### src/rtl/risc_pkg.sv
// Shared types and constants for the RV32I multi-cycle core.
package risc_pkg;

  localparam int unsigned OPCODE_W = 7;

  localparam logic [OPCODE_W-1:0] OPCODE_R_TYPE       = 7'b0110011;
  localparam logic [OPCODE_W-1:0] OPCODE_I_TYPE_ALU   = 7'b0010011;
  localparam logic [OPCODE_W-1:0] OPCODE_I_TYPE_LOAD  = 7'b0000011;
  localparam logic [OPCODE_W-1:0] OPCODE_I_TYPE_JALR  = 7'b1100111;
  localparam logic [OPCODE_W-1:0] OPCODE_S_TYPE       = 7'b0100011;
  localparam logic [OPCODE_W-1:0] OPCODE_B_TYPE       = 7'b1100011;
  localparam logic [OPCODE_W-1:0] OPCODE_U_TYPE_LUI   = 7'b0110111;
  localparam logic [OPCODE_W-1:0] OPCODE_U_TYPE_AUIPC = 7'b0010111;
  localparam logic [OPCODE_W-1:0] OPCODE_J_TYPE       = 7'b1101111;

  typedef enum logic [2:0] {
    IDLE   = 3'd0,
    FETCH  = 3'd1,
    DECODE = 3'd2,
    EXEC   = 3'd3,
    MEM    = 3'd4,
    WB     = 3'd5,
    TRAP   = 3'd6
  } ctrl_state_t;

  typedef enum logic [1:0] {
    PC_PLUS4  = 2'd0,
    PC_TARGET = 2'd1,
    PC_ALU    = 2'd2
  } pc_sel_t;

  typedef enum logic [1:0] {
    WB_ALU = 2'd0,
    WB_MEM = 2'd1,
    WB_PC4 = 2'd2
  } wb_sel_t;

  // Registered control outputs that depend only on the state being entered
  typedef struct packed {
    logic    mem_req;
    logic    mem_we;
    logic    addr_sel;
    logic    pc_we;
    pc_sel_t pc_sel;
    logic    rf_we;
    wb_sel_t wb_sel;
    logic    busy;
    logic    halt;
  } ctrl_out_t;

  // Counter width able to hold the wait limit itself
  function automatic int unsigned tmo_cnt_width(input int unsigned limit);
    return $unsigned($clog2(limit + 1));
  endfunction

endpackage

### src/rtl/mem_timeout_cnt.sv
// Counts memory wait cycles; expired_o flags the last permitted wait cycle.
module mem_timeout_cnt
  import risc_pkg::*;
#(
  parameter  int unsigned MEM_TIMEOUT = 16,
  localparam int unsigned CW          = tmo_cnt_width(MEM_TIMEOUT)
) (
  input  logic          clk,
  input  logic          rst_n,
  input  logic          clr_i,
  input  logic          en_i,
  input  logic [CW-1:0] limit_i,
  output logic          expired_o
);

  logic [CW-1:0] cnt_q, cnt_d;

  // The cycle that holds limit-1 completed waits is the limit-th wait cycle
  assign expired_o = (cnt_q == limit_i - CW'(1));

  // Clear on access start, advance on every unanswered wait cycle
  always_comb begin
    cnt_d = cnt_q;
    if (clr_i) begin
      cnt_d = '0;
    end else if (en_i && !expired_o) begin
      cnt_d = cnt_q + CW'(1);
    end
  end

  // Count register
  always_ff @(posedge clk or negedge rst_n) begin
    if (!rst_n) begin
      cnt_q <= '0;
    end else begin
      cnt_q <= cnt_d;
    end
  end

endmodule

### src/rtl/multicycle_ctrl.sv
// Multi-cycle instruction sequencer: FETCH/DECODE/EXEC/MEM/WB with trap handling.
module multicycle_ctrl
  import risc_pkg::*;
#(
  parameter int unsigned MEM_TIMEOUT = 16,
  parameter int unsigned CNT_W       = 32
) (
  input  logic                clk,
  input  logic                rst_n,
  input  logic [OPCODE_W-1:0] opcode_i,
  input  logic                r_type_i,
  input  logic                i_type_i,
  input  logic                s_type_i,
  input  logic                b_type_i,
  input  logic                u_type_i,
  input  logic                j_type_i,
  input  logic                branch_taken_i,
  input  logic                mem_ready_i,
  output logic                mem_req_o,
  output logic                mem_we_o,
  output logic                addr_sel_o,
  output logic                ir_we_o,
  output logic                pc_we_o,
  output logic [1:0]          pc_sel_o,
  output logic                rf_we_o,
  output logic [1:0]          wb_sel_o,
  output logic                busy_o,
  output logic                halt_o,
  output logic [CNT_W-1:0]    retired_o
);

  localparam int unsigned TMO_W = tmo_cnt_width(MEM_TIMEOUT);

  ctrl_state_t      state_q, state_d;
  ctrl_out_t        out_q, out_d;
  logic             fetch_q, fetch_d;
  logic             store_q, store_d;
  logic             branch_q, branch_d;
  logic [CNT_W-1:0] retired_q, retired_d;

  logic any_class;
  logic is_load;
  logic is_jalr;
  logic is_jal;
  logic waiting;
  logic expired;
  logic tmo_clr;
  logic retire;

  assign any_class = r_type_i | i_type_i | s_type_i | b_type_i | u_type_i | j_type_i;
  assign is_load   = i_type_i && (opcode_i == OPCODE_I_TYPE_LOAD);
  assign is_jalr   = i_type_i && (opcode_i == OPCODE_I_TYPE_JALR);
  assign is_jal    = j_type_i;

  // Wait cycles are memory states without a completion this cycle
  assign waiting = ((state_q == FETCH) || (state_q == MEM)) && !mem_ready_i;
  assign tmo_clr = (state_d != state_q);

  mem_timeout_cnt #(
    .MEM_TIMEOUT(MEM_TIMEOUT)
  ) u_tmo (
    .clk      (clk),
    .rst_n    (rst_n),
    .clr_i    (tmo_clr),
    .en_i     (waiting),
    .limit_i  (TMO_W'(MEM_TIMEOUT)),
    .expired_o(expired)
  );

  // Next-state and retire decode
  always_comb begin
    state_d = state_q;
    retire  = 1'b0;
    case (state_q)
      IDLE:   state_d = FETCH;
      FETCH: begin
        if (mem_ready_i) begin
          state_d = DECODE;
        end else if (expired) begin
          state_d = TRAP;
        end
      end
      DECODE: state_d = any_class ? EXEC : TRAP;
      EXEC: begin
        if (b_type_i) begin
          state_d = FETCH;
          retire  = 1'b1;
        end else if (is_load || s_type_i) begin
          state_d = MEM;
        end else begin
          state_d = WB;
        end
      end
      MEM: begin
        if (mem_ready_i) begin
          if (s_type_i) begin
            state_d = FETCH;
            retire  = 1'b1;
          end else begin
            state_d = WB;
          end
        end else if (expired) begin
          state_d = TRAP;
        end
      end
      WB: begin
        state_d = FETCH;
        retire  = 1'b1;
      end
      TRAP:    state_d = TRAP;
      default: state_d = TRAP;
    endcase
  end

  // Output look-ahead: decode the state being entered so outputs leave flops
  always_comb begin
    out_d    = '0;
    fetch_d  = 1'b0;
    store_d  = 1'b0;
    branch_d = 1'b0;
    case (state_d)
      FETCH: begin
        out_d.mem_req = 1'b1;
        out_d.busy    = 1'b1;
        fetch_d       = 1'b1;
      end
      DECODE: begin
        out_d.busy = 1'b1;
      end
      EXEC: begin
        out_d.busy = 1'b1;
        if (b_type_i) begin
          out_d.pc_we = 1'b1;
          branch_d    = 1'b1;
        end
      end
      MEM: begin
        out_d.mem_req  = 1'b1;
        out_d.addr_sel = 1'b1;
        out_d.mem_we   = s_type_i;
        out_d.busy     = 1'b1;
        store_d        = s_type_i;
      end
      WB: begin
        out_d.rf_we = 1'b1;
        out_d.pc_we = 1'b1;
        out_d.busy  = 1'b1;
        if (is_load) begin
          out_d.wb_sel = WB_MEM;
        end else if (is_jal || is_jalr) begin
          out_d.wb_sel = WB_PC4;
        end else begin
          out_d.wb_sel = WB_ALU;
        end
        if (is_jal) begin
          out_d.pc_sel = PC_TARGET;
        end else if (is_jalr) begin
          out_d.pc_sel = PC_ALU;
        end else begin
          out_d.pc_sel = PC_PLUS4;
        end
      end
      TRAP: begin
        out_d.halt = 1'b1;
      end
      default: ;
    endcase
  end

  assign retired_d = retire ? retired_q + CNT_W'(1) : retired_q;

  // State, registered outputs and retire counter
  always_ff @(posedge clk or negedge rst_n) begin
    if (!rst_n) begin
      state_q   <= IDLE;
      out_q     <= '0;
      fetch_q   <= 1'b0;
      store_q   <= 1'b0;
      branch_q  <= 1'b0;
      retired_q <= '0;
    end else begin
      state_q   <= state_d;
      out_q     <= out_d;
      fetch_q   <= fetch_d;
      store_q   <= store_d;
      branch_q  <= branch_d;
      retired_q <= retired_d;
    end
  end

  // Handshake-qualified strobes combine a registered qualifier with mem_ready
  assign ir_we_o    = fetch_q & mem_ready_i;
  assign pc_we_o    = out_q.pc_we | (store_q & mem_ready_i);
  assign pc_sel_o   = (branch_q && branch_taken_i) ? PC_TARGET : out_q.pc_sel;
  assign mem_req_o  = out_q.mem_req;
  assign mem_we_o   = out_q.mem_we;
  assign addr_sel_o = out_q.addr_sel;
  assign rf_we_o    = out_q.rf_we;
  assign wb_sel_o   = out_q.wb_sel;
  assign busy_o     = out_q.busy;
  assign halt_o     = out_q.halt;
  assign retired_o  = retired_q;

endmodule

### config.mk
export PLATFORM = sky130hd
export DESIGN_NAME = multicycle_ctrl
export DESIGN_NICKNAME = d
export VERILOG_FILES = /design/src/rtl/risc_pkg.sv /design/src/rtl/mem_timeout_cnt.sv /design/src/rtl/multicycle_ctrl.sv
export SDC_FILE = /design/constraint.sdc
export NUM_CORES = 1
export LEC_CHECK = 0
export BUFFER_PORTS_ARGS = -buffer_cell sky130_fd_sc_hd__clkbuf_2
export CORE_MARGIN = 5
export CORE_UTILIZATION = 58
export DETAILED_ROUTE_END_ITERATION = 12
export HOLD_SLACK_MARGIN = 0.06
export PLACE_DENSITY_LB_ADDON = 0.25
export SLEW_MARGIN = 20
export SYNTH_ARGS = -nofsm -noshare
export SYNTH_HDL_FRONTEND = slang
export SYNTH_SLANG_ARGS = --single-unit
### constraint.sdc
create_clock -name clk -period 3.8 [get_ports clk]
set_input_delay 0.76 -clock clk [delete_from_list [all_inputs] [get_ports clk]]
set_output_delay 0.76 -clock clk [all_outputs]
set_load 0.005 [all_outputs]
Word-level counts from Yosys, hierarchy flattened
Cells that the tools add are included.
{"block": "totals", "reg_bits": 54, "inputBits": 17, "rom_bits": 0, "mem_count": 0, "latchBits": 0, "wordCells": 83, "out_inout_bits": 44, "ramBits": 0}
{"block": "classes", "n_shift": 0, "n_mux": 28, "add_sub_neg": 2, "n_eq_ne": 15, "order_cmp": 0, "n_mul": 0, "div_mod_pow": 0, "reduce_logical": 15, "bitwise": 8}
{"cell": "$add 32x1->32 const B", "n": 1}
{"cell": "$mux 3", "n": 6}
{"cell": "$eq 3x3->1 const B", "n": 5}
{"cell": "$mux 5", "n": 3}
{"cell": "$pmux 3 s5", "n": 1}
{"cell": "$eq 3x2->1 const B", "n": 4}
{"cell": "$mux 2", "n": 6}
{"cell": "$mux 1", "n": 10}
{"cell": "$eq 7x2->1 const B", "n": 1}
{"cell": "$eq 7x7->1 const B", "n": 1}
{"cell": "$eq 3x1->1 const B", "n": 2}
{"cell": "$or 1x1->1", "n": 6}
{"cell": "$add 5x1->5 const B", "n": 1}
{"cell": "$eq 5x4->1 const B", "n": 1}
{"cell": "$logic_and 1x1->1", "n": 5}
{"cell": "$reduce_or 5->1", "n": 1}
{"cell": "$reduce_or 2->1", "n": 2}
{"cell": "$logic_not 3->1", "n": 1}
{"cell": "$logic_or 1x1->1", "n": 3}
{"cell": "$ne 3x3->1", "n": 1}
{"cell": "$pmux 1 s3", "n": 1}
{"cell": "$and 1x1->1", "n": 2}
{"cell": "$logic_not 1->1", "n": 2}
{"cell": "$pmux 1 s2", "n": 1}
{"cell": "$reduce_bool 2->1", "n": 1}

Depth between registers and ports, before layout
Gate-level depths: netlist of the first run.
{"block": "logic_depth", "depth_word": 10, "mapped_depth": 8}

Hierarchy
Synthesis of the first run repeated with hierarchy kept, for this count alone.
{"block": "hier_totals", "cells_unflattened": 273, "area_unflattened_um2": 2810.2}
{"mod": "multicycle_ctrl", "seq_area_each_um2": 1201.2, "cells_each": 231, "n_inst": 1, "area_per_inst_um2": 2393.5}
{"mod": "mem_timeout_cnt", "seq_area_each_um2": 125.1, "cells_each": 42, "n_inst": 1, "area_per_inst_um2": 416.6}

Worst setup path before layout of the first run
No wires, ideal clock.
{"block": "synth_path", "path_type": "flip-flop to flip-flop", "startpoint": "reg u_tmo.cnt_q[0]", "endpoint": "reg out_q[6] in the netlist's numbering", "slack_ps": 1312, "path_buffers": 0, "arrival_ps": 2393, "stages_incl_launch_ff": 9, "synth_period_minus_slack_ps": 2488, "path_cell_list": "dfrtp_1 -> ha_1 -> and3_1 -> ha_1 -> or4b_4 -> o311ai_4 -> a211oi_4 -> or3b_4 -> nor4b_2"}
{"element": "start: declaration", "line": "mem_timeout_cnt.sv:16", "text": "logic [CW-1:0] cnt_q, cnt_d;"}
{"element": "start signal: assignment", "line": "mem_timeout_cnt.sv:36", "text": "cnt_q <= cnt_d;"}
{"element": "end signal: assignment", "line": "multicycle_ctrl.sv:183", "text": "out_q <= out_d;"}
{"element": "end: declaration", "line": "multicycle_ctrl.sv:35", "text": "ctrl_out_t out_q, out_d;"}

==> flow_metrics.py, run 1 <==
metrics = {
    "status": {
        "status": "complete, no violations",
    },
    "place": {
        "port_buffers": 60,
        "place_area_um2": 2950,
        "place.gp.congestion": 0.817,
        "post-place-ws_ns": 1.19,
        "hpwl_um": 3840,
        "dp.cells": 340,
    },
    "power": {
        "p_leak_nw": 1.47,
        "ir_drop_mv": 0.307,
        "p_per_area_nw_per_um2": 520,
        "power_mw": 1.57,
    },
    "yosys": {
        "postSynthAreaPerCell_um2": 11.2,
        "synth_xor_area_share_pct": 12.3,
        "synth_warnings": 0,
        "synth_top_flop_cell": "dfrtp_1",
        "ys_types": 48,
        "synthSimpleGateAreaFrac_pct": 24.3,
        "synthMuxAreaShare_pct": 0.807,
        "synthAdderAreaFrac_pct": 1.42,
        "syn_area_um2": 2640,
        "synth_top_family_by_area": "simple AND/OR/NAND/NOR gates",
        "syn-num-nets": 255,
        "ys_seq_area_share_pct": 50.3,
        "synth-seq-cells": 53,
        "ys_async_sr_fraction_pct": 100,
        "postSynthCellCount": 235,
        "synth_compound_area_share_pct": 7.21,
        "synth_edf_count": 0,
    },
    "worst_setup_path": {
        "worstSetupPathType": "register to register",
        "crit_fanout": 7,
        "end_kind": "register",
        "crit_arrival_ns": 2.85,
        "reg2reg_depth": 8,
        "worstPathRequired_ns": 4.00,
        "start_kind": "register",
    },
    "routing": {
        "first_pass_iters": 4,
        "drtIter0Drc": 111,
        "wirelength_um": 5110,
        "vias": 1954,
        "antenna_left": 0,
        "wl_per_cell_um": 14.8,
        "post-route-drc-count": 0,
        "via_per_inst": 5.65,
    },
    "clock_network": {
        "clk_latency_ns": 0.30,
        "htreeDepth": 2,
        "cts_setup_buffers": 0,
        "cts_tree": "built",
        "cts_max_path_buffers": 2,
        "cts_hold_buf": 0,
        "cts.repair.resized": 0,
        "cts_sinks": 53,
        "cts_root_buf": "clkbuf_8",
        "clk_pin_slew_worst_paths_ns": 0.09,
        "cts_buffers": 5,
    },
    "timing": {
        "rsz0062_at_grt": "false",
        "tightest_slew_ns": 0.691,
        "hold_viol": 0,
        "relSlewSlack_pct": 53.6,
        "fin_skew_ns": 0.00971,
        "setup_viol": 0,
        "layout_setup_ws_ns": 1.15,
        "fin_crit_ns": 2.65,
        "drv_slew": 0,
        "fin_crit_sh_pct": 69.7,
        "fin_tns_setup_ns": 0,
        "fmax_mhz": 378,
    },
    "global_route": {
        "grt-ovfl-total": 0,
        "grt_max_degree": 29,
        "grt_pass1_wl_um": 8800,
        "grt_pass1_vias": 1900,
        "track_usage_pct": 17.8,
        "antenna_found_initial": 0,
    },
    "layout": {
        "antenna_cells": 0,
        "syn_to_final_growth_pct": 14.5,
        "nets": 315,
        "layout-drive-gt1-share_pct": 28.2,
        "fin_cells": 346,
        "post-route-cell-area_um2": 3020,
    },
    "job": {
        "maxCapViolations": 0,
    },
    "die": {
        "dieArea_um2": 5990,
        "die_h_um": 77.4,
        "core-area_um2": 4380,
        "io-pin-count": 61,
        "die_w_um": 77.4,
        "floorplan.initialDensity_pct": 60.1,
        "rows": 24,
    },
    "min_path": {
        "min_path_type": "input pin to async pin",
    },
}
[where the power goes]
| group | leakage, nW | switching, mW | total, mW | internal (mW) |
|---|---|---|---|---|
| combinational | 0.712 | 0.300 | 0.527 | 0.227 |
| clock | 0.0399 | 0.161 | 0.283 | 0.121 |
| sequential | 0.716 | 0.113 | 0.760 | 0.648 |
| total | 1.47 | 0.574 | 1.57 | 0.996 |
[layout by cell type, fill, tap and decap left out, types with 2 or more instances in the layout]
cell	n
xor2_1	10
o21ai_0	2
dfrtp_1	53
a21oi_1	5
and4_1	6
ha_1	3
and2_1	3
nand3_1	12
and3_1	7
nor2b_1	2
nor2_1	13
a211oi_1	2
nand4b_1	2
nor4b_4	2
inv_1	9
xnor2_1	27
nand2_1	15
clkbuf_8	5
nor3_1	12
o221ai_1	2
clkbuf_2	60
o311ai_4	2
nand4_1	13
o21ai_1	2
[registers in the layout, summed over array words and instances, names as in the netlist]
name         flops
addr_sel_o       1
branch_q         1
busy_o           1
fetch_q          1
halt_o           1
mem_req_o        1
mem_we_o         1
out_q            3
retired_o       32
rf_we_o          1
state_q          3
u_tmo.cnt_q      5
wb_sel_o         2
[path summary, 6_finish.rpt]
path                           startpoint             to  slack (ns)
max                        u_tmo.cnt_q[0]       out_q[6]        1.15
min                                 rst_n  retired_o[28]        0.47
max reg2reg                u_tmo.cnt_q[0]       out_q[6]        1.15
min reg2reg                 retired_o[31]  retired_o[31]        0.47
max in group asynchronous           rst_n        fetch_q        2.55
min in group clk            retired_o[31]  retired_o[31]        0.47
[metrics by stage]
| step | util (%) | hold WS [ns] |
|---|---|---|
| 2_1_floorplan | - | 0.464 |
| 3_3_place_gp | 67.2 | 0.460 |
| 3_5_place_dp | 67.2 | 0.462 |
| 4_1_cts | 68.9 | 0.478 |
| 5_1_grt | 68.9 | 0.500 |
| 6_report | 68.9 | 0.471 |
[cells by family (layout without fill, tap and decap cells)]
| group | Yosys count | count (layout) |
|---|---|---|
| flip-flops | 53 | 53 |
| buffers and inverters | 17 | 76 |
| AO/OA/AOI/OAI | 21 | 21 |
| adder cells (fa/ha/maj) | 3 | 3 |
| AND/OR/NAND/NOR | 102 | 102 |
| XOR/XNOR | 37 | 37 |
| multiplexers | 2 | 2 |
[Yosys cell counts, types with 2 or more instances]
master | n | area share (%)
o21ai_0 | 2 | 0.38
nor4b_4 | 2 | 1.8
nand3_1 | 12 | 2.3
and2_1 | 3 | 0.71
o311ai_4 | 2 | 2.0
a21oi_1 | 5 | 0.95
nand4_1 | 13 | 3.1
inv_1 | 9 | 1.3
nand4b_1 | 2 | 0.66
a211oi_1 | 2 | 0.57
and3_1 | 7 | 1.7
xor2_1 | 10 | 3.3
dfrtp_1 | 53 | 50
xnor2_1 | 27 | 9.0
and4_1 | 6 | 2.0
nor3_1 | 12 | 2.3
ha_1 | 3 | 1.4
buf_4 | 2 | 0.57
nor2_1 | 13 | 1.9
nand2_1 | 15 | 2.1
o21ai_1 | 2 | 0.38
buf_6 | 3 | 1.3
o221ai_1 | 2 | 0.66
buf_2 | 3 | 0.57
nor2b_1 | 2 | 0.47
[layout make-up]
class	count	area, um2
fill	340	1370
multi-input combinational	165	1210
tap	52	65.1
clock buffer	5	68.8
inverter	9	33.8
timing repair buffer	61	308
clock inverter	1	5.00
sequential	53	1330
[critical path: stages (launching register included)]
cell      delay [ns]
dfrtp_1         0.41
ha_1            0.22
and3_1          0.18
ha_1            0.22
or4b_4          0.56
o311ai_4        0.13
a211oi_4        0.11
or3b_4          0.46
nor4b_2         0.26
[layer usage]
| layer | GRT usage [%] | routed length (um) |
|---|---|---|
| met4 | 3.61 | 29 |
| met3 | 5.56 | 323 |
| met2 | 28.0 | 2400 |
| met1 | 24.4 | 2360 |
| met5 | 0 | 0 |
Power figures use the tool's default switching activity.
==> inputs of run 2 (changes only) <==
Settings changed: CORE_UTILIZATION 58 to 53.
Clock period 3.8 ns to 2.6 ns, I/O delays scaled along.
==> flow_metrics.py, run 2 (synthesized netlist as in run 1, its figures left out) <==
metrics = {
    "status": {
        "status": "complete, no violations",
    },
    "timing": {
        "hold_viol": 0,
        "fin_crit_sh_pct": 95.4,
        "fin_tns_setup_ns": 0,
        "fmax_mhz": 403,
        "rsz0062_at_grt": "false",
        "relSlewSlack_pct": 59.5,
        "setup_viol": 0,
        "fin_crit_ns": 2.48,
        "tightest_slew_ns": 0.601,
        "drv_slew": 0,
        "fin_skew_ns": 0.00628,
    },
    "worst_setup_path": {
        "start_kind": "register",
        "worstSetupPathType": "register to register",
        "worstPathRequired_ns": 2.81,
        "end_kind": "register",
        "crit_fanout": 5,
        "crit_arrival_ns": 2.69,
    },
    "global_route": {
        "antenna_found_initial": 0,
        "grt_pass1_vias": 1824,
        "grt-ovfl-total": 0,
        "grt_pass1_wl_um": 8450,
        "track_usage_pct": 16.8,
        "grt_max_degree": 21,
    },
    "min_path": {
        "min_path_type": "input pin to async pin",
    },
    "clock_network": {
        "cts_sinks": 53,
        "clk_pin_slew_worst_paths_ns": 0.08,
        "cts_max_path_buffers": 2,
        "cts_hold_buf": 0,
        "htreeDepth": 2,
        "cts_buffers": 5,
        "cts_tree": "built",
        "clk_latency_ns": 0.30,
        "cts_root_buf": "clkbuf_8",
    },
    "power": {
        "power_mw": 2.48,
        "p_leak_nw": 1.53,
        "ir_drop_mv": 0.550,
        "p_per_area_nw_per_um2": 791,
    },
    "layout": {
        "seq_area_um2": 1330,
        "multiInputGateArea_um2": 1220,
        "num-fill-cells": 400,
        "final_cell_mix": "60 x clkbuf_2, 53 x dfrtp_1, 27 x xnor2_1",
        "largest_reg_flops": 32,
        "nets": 322,
        "syn_to_final_growth_pct": 18.8,
        "layout-drive-gt1-share_pct": 30.5,
        "final_common_cell": "clkbuf_2",
        "antenna_cells": 0,
    },
    "job": {
        "maxCapViolations": 0,
    },
    "routing": {
        "wirelength_um": 4970,
        "via_per_inst": 5.24,
        "vias": 1934,
        "antenna_left": 0,
        "first_pass_iters": 4,
        "post-route-drc-count": 0,
        "drtIter0Drc": 69,
        "wl_per_cell_um": 13.5,
    },
    "die": {
        "die_h_um": 80.5,
        "io-pin-count": 61,
        "rows": 25,
        "core-area_um2": 4790,
        "floorplan.initialDensity_pct": 55.1,
        "dieArea_um2": 6480,
        "die_w_um": 80.5,
    },
    "place": {
        "place.gp.congestion": 0.740,
        "port_buffers": 60,
        "hpwl_um": 3810,
    },
}
[run 2: cell types whose count changed in the layout (fill, tap and decap cells not counted), sizes merged]
| cell | previous run | this run |
|---|---|---|
| bufinv | 0 | 1 |
| buf | 1 | 8 |
[run 2: power breakdown]
part	switching, mW	internal [mW]	leakage [nW]
clock	0.234	0.280	0.0540
sequential	0.155	0.947	0.716
combinational	0.456	0.405	0.755
[run 2: per-layer routing]
metal	global-route usage [%]	part of all wire, %
met2	25.7	45
met3	4.60	5.8
met1	23.4	48
met4	4.56	1.4
met5	0	0
[run 2: layout make-up]
cell class,instances,share of cell area [%]
inverters,9,1.08
repair buffers,68,11.5
clock buffers,5,2.20
clock inverters,2,1.12
flip-flops and latches,53,42.3
well taps,67,2.68
multi-input cells,165,39.1
[run 2: timing repair]
item | 4_1_cts | 5_1_grt
setup endpoints to repair | 0 | 7
setup buffers | 0 | 1
gates resized for setup | 0 | 2
[run 2: worst paths after layout]
| check | startpoint | end | slack (ns) | cells past startpoint |
|---|---|---|---|---|
| max reg2reg | u_tmo.cnt_q[0] | out_q[6] | 0.12 | 8 |
| max | u_tmo.cnt_q[0] | out_q[6] | 0.12 | 8 |
| min in group clk | j_type_i | out_q[6] | 0.45 | 2 |
| min reg2reg | retired_o[26] | retired_o[26] | 0.49 | 1 |
| min | rst_n | u_tmo.cnt_q[1] | 0.17 | 1 |
| max in group asynchronous | rst_n | retired_o[4] | 1.83 | 2 |
[run 2: critical path, cell delays in order (launching register included)]
cell and delay (ns):
dfrtp_1 0.40, ha_1 0.21, and3_1 0.18, ha_2 0.19
or4b_4 0.55, o311ai_4 0.12, a211oi_4 0.05, or3b_4 0.43
nor4b_4 0.25
[run 2: metrics by stage]
stage               std cells  hold slack [ns]  area (um2)  util, %  worst slack, ns
global placement          361            0.461        3010     62.9            0.114
floorplan                 235            0.224        2640        -            0.112
CTS                       368            0.178        3110     65.0           0.0356
global route              369            0.205        3130     65.4           0.0173
finish                    369            0.171        3130     65.4            0.120
detailed placement        361            0.483        3010     62.9           0.0547
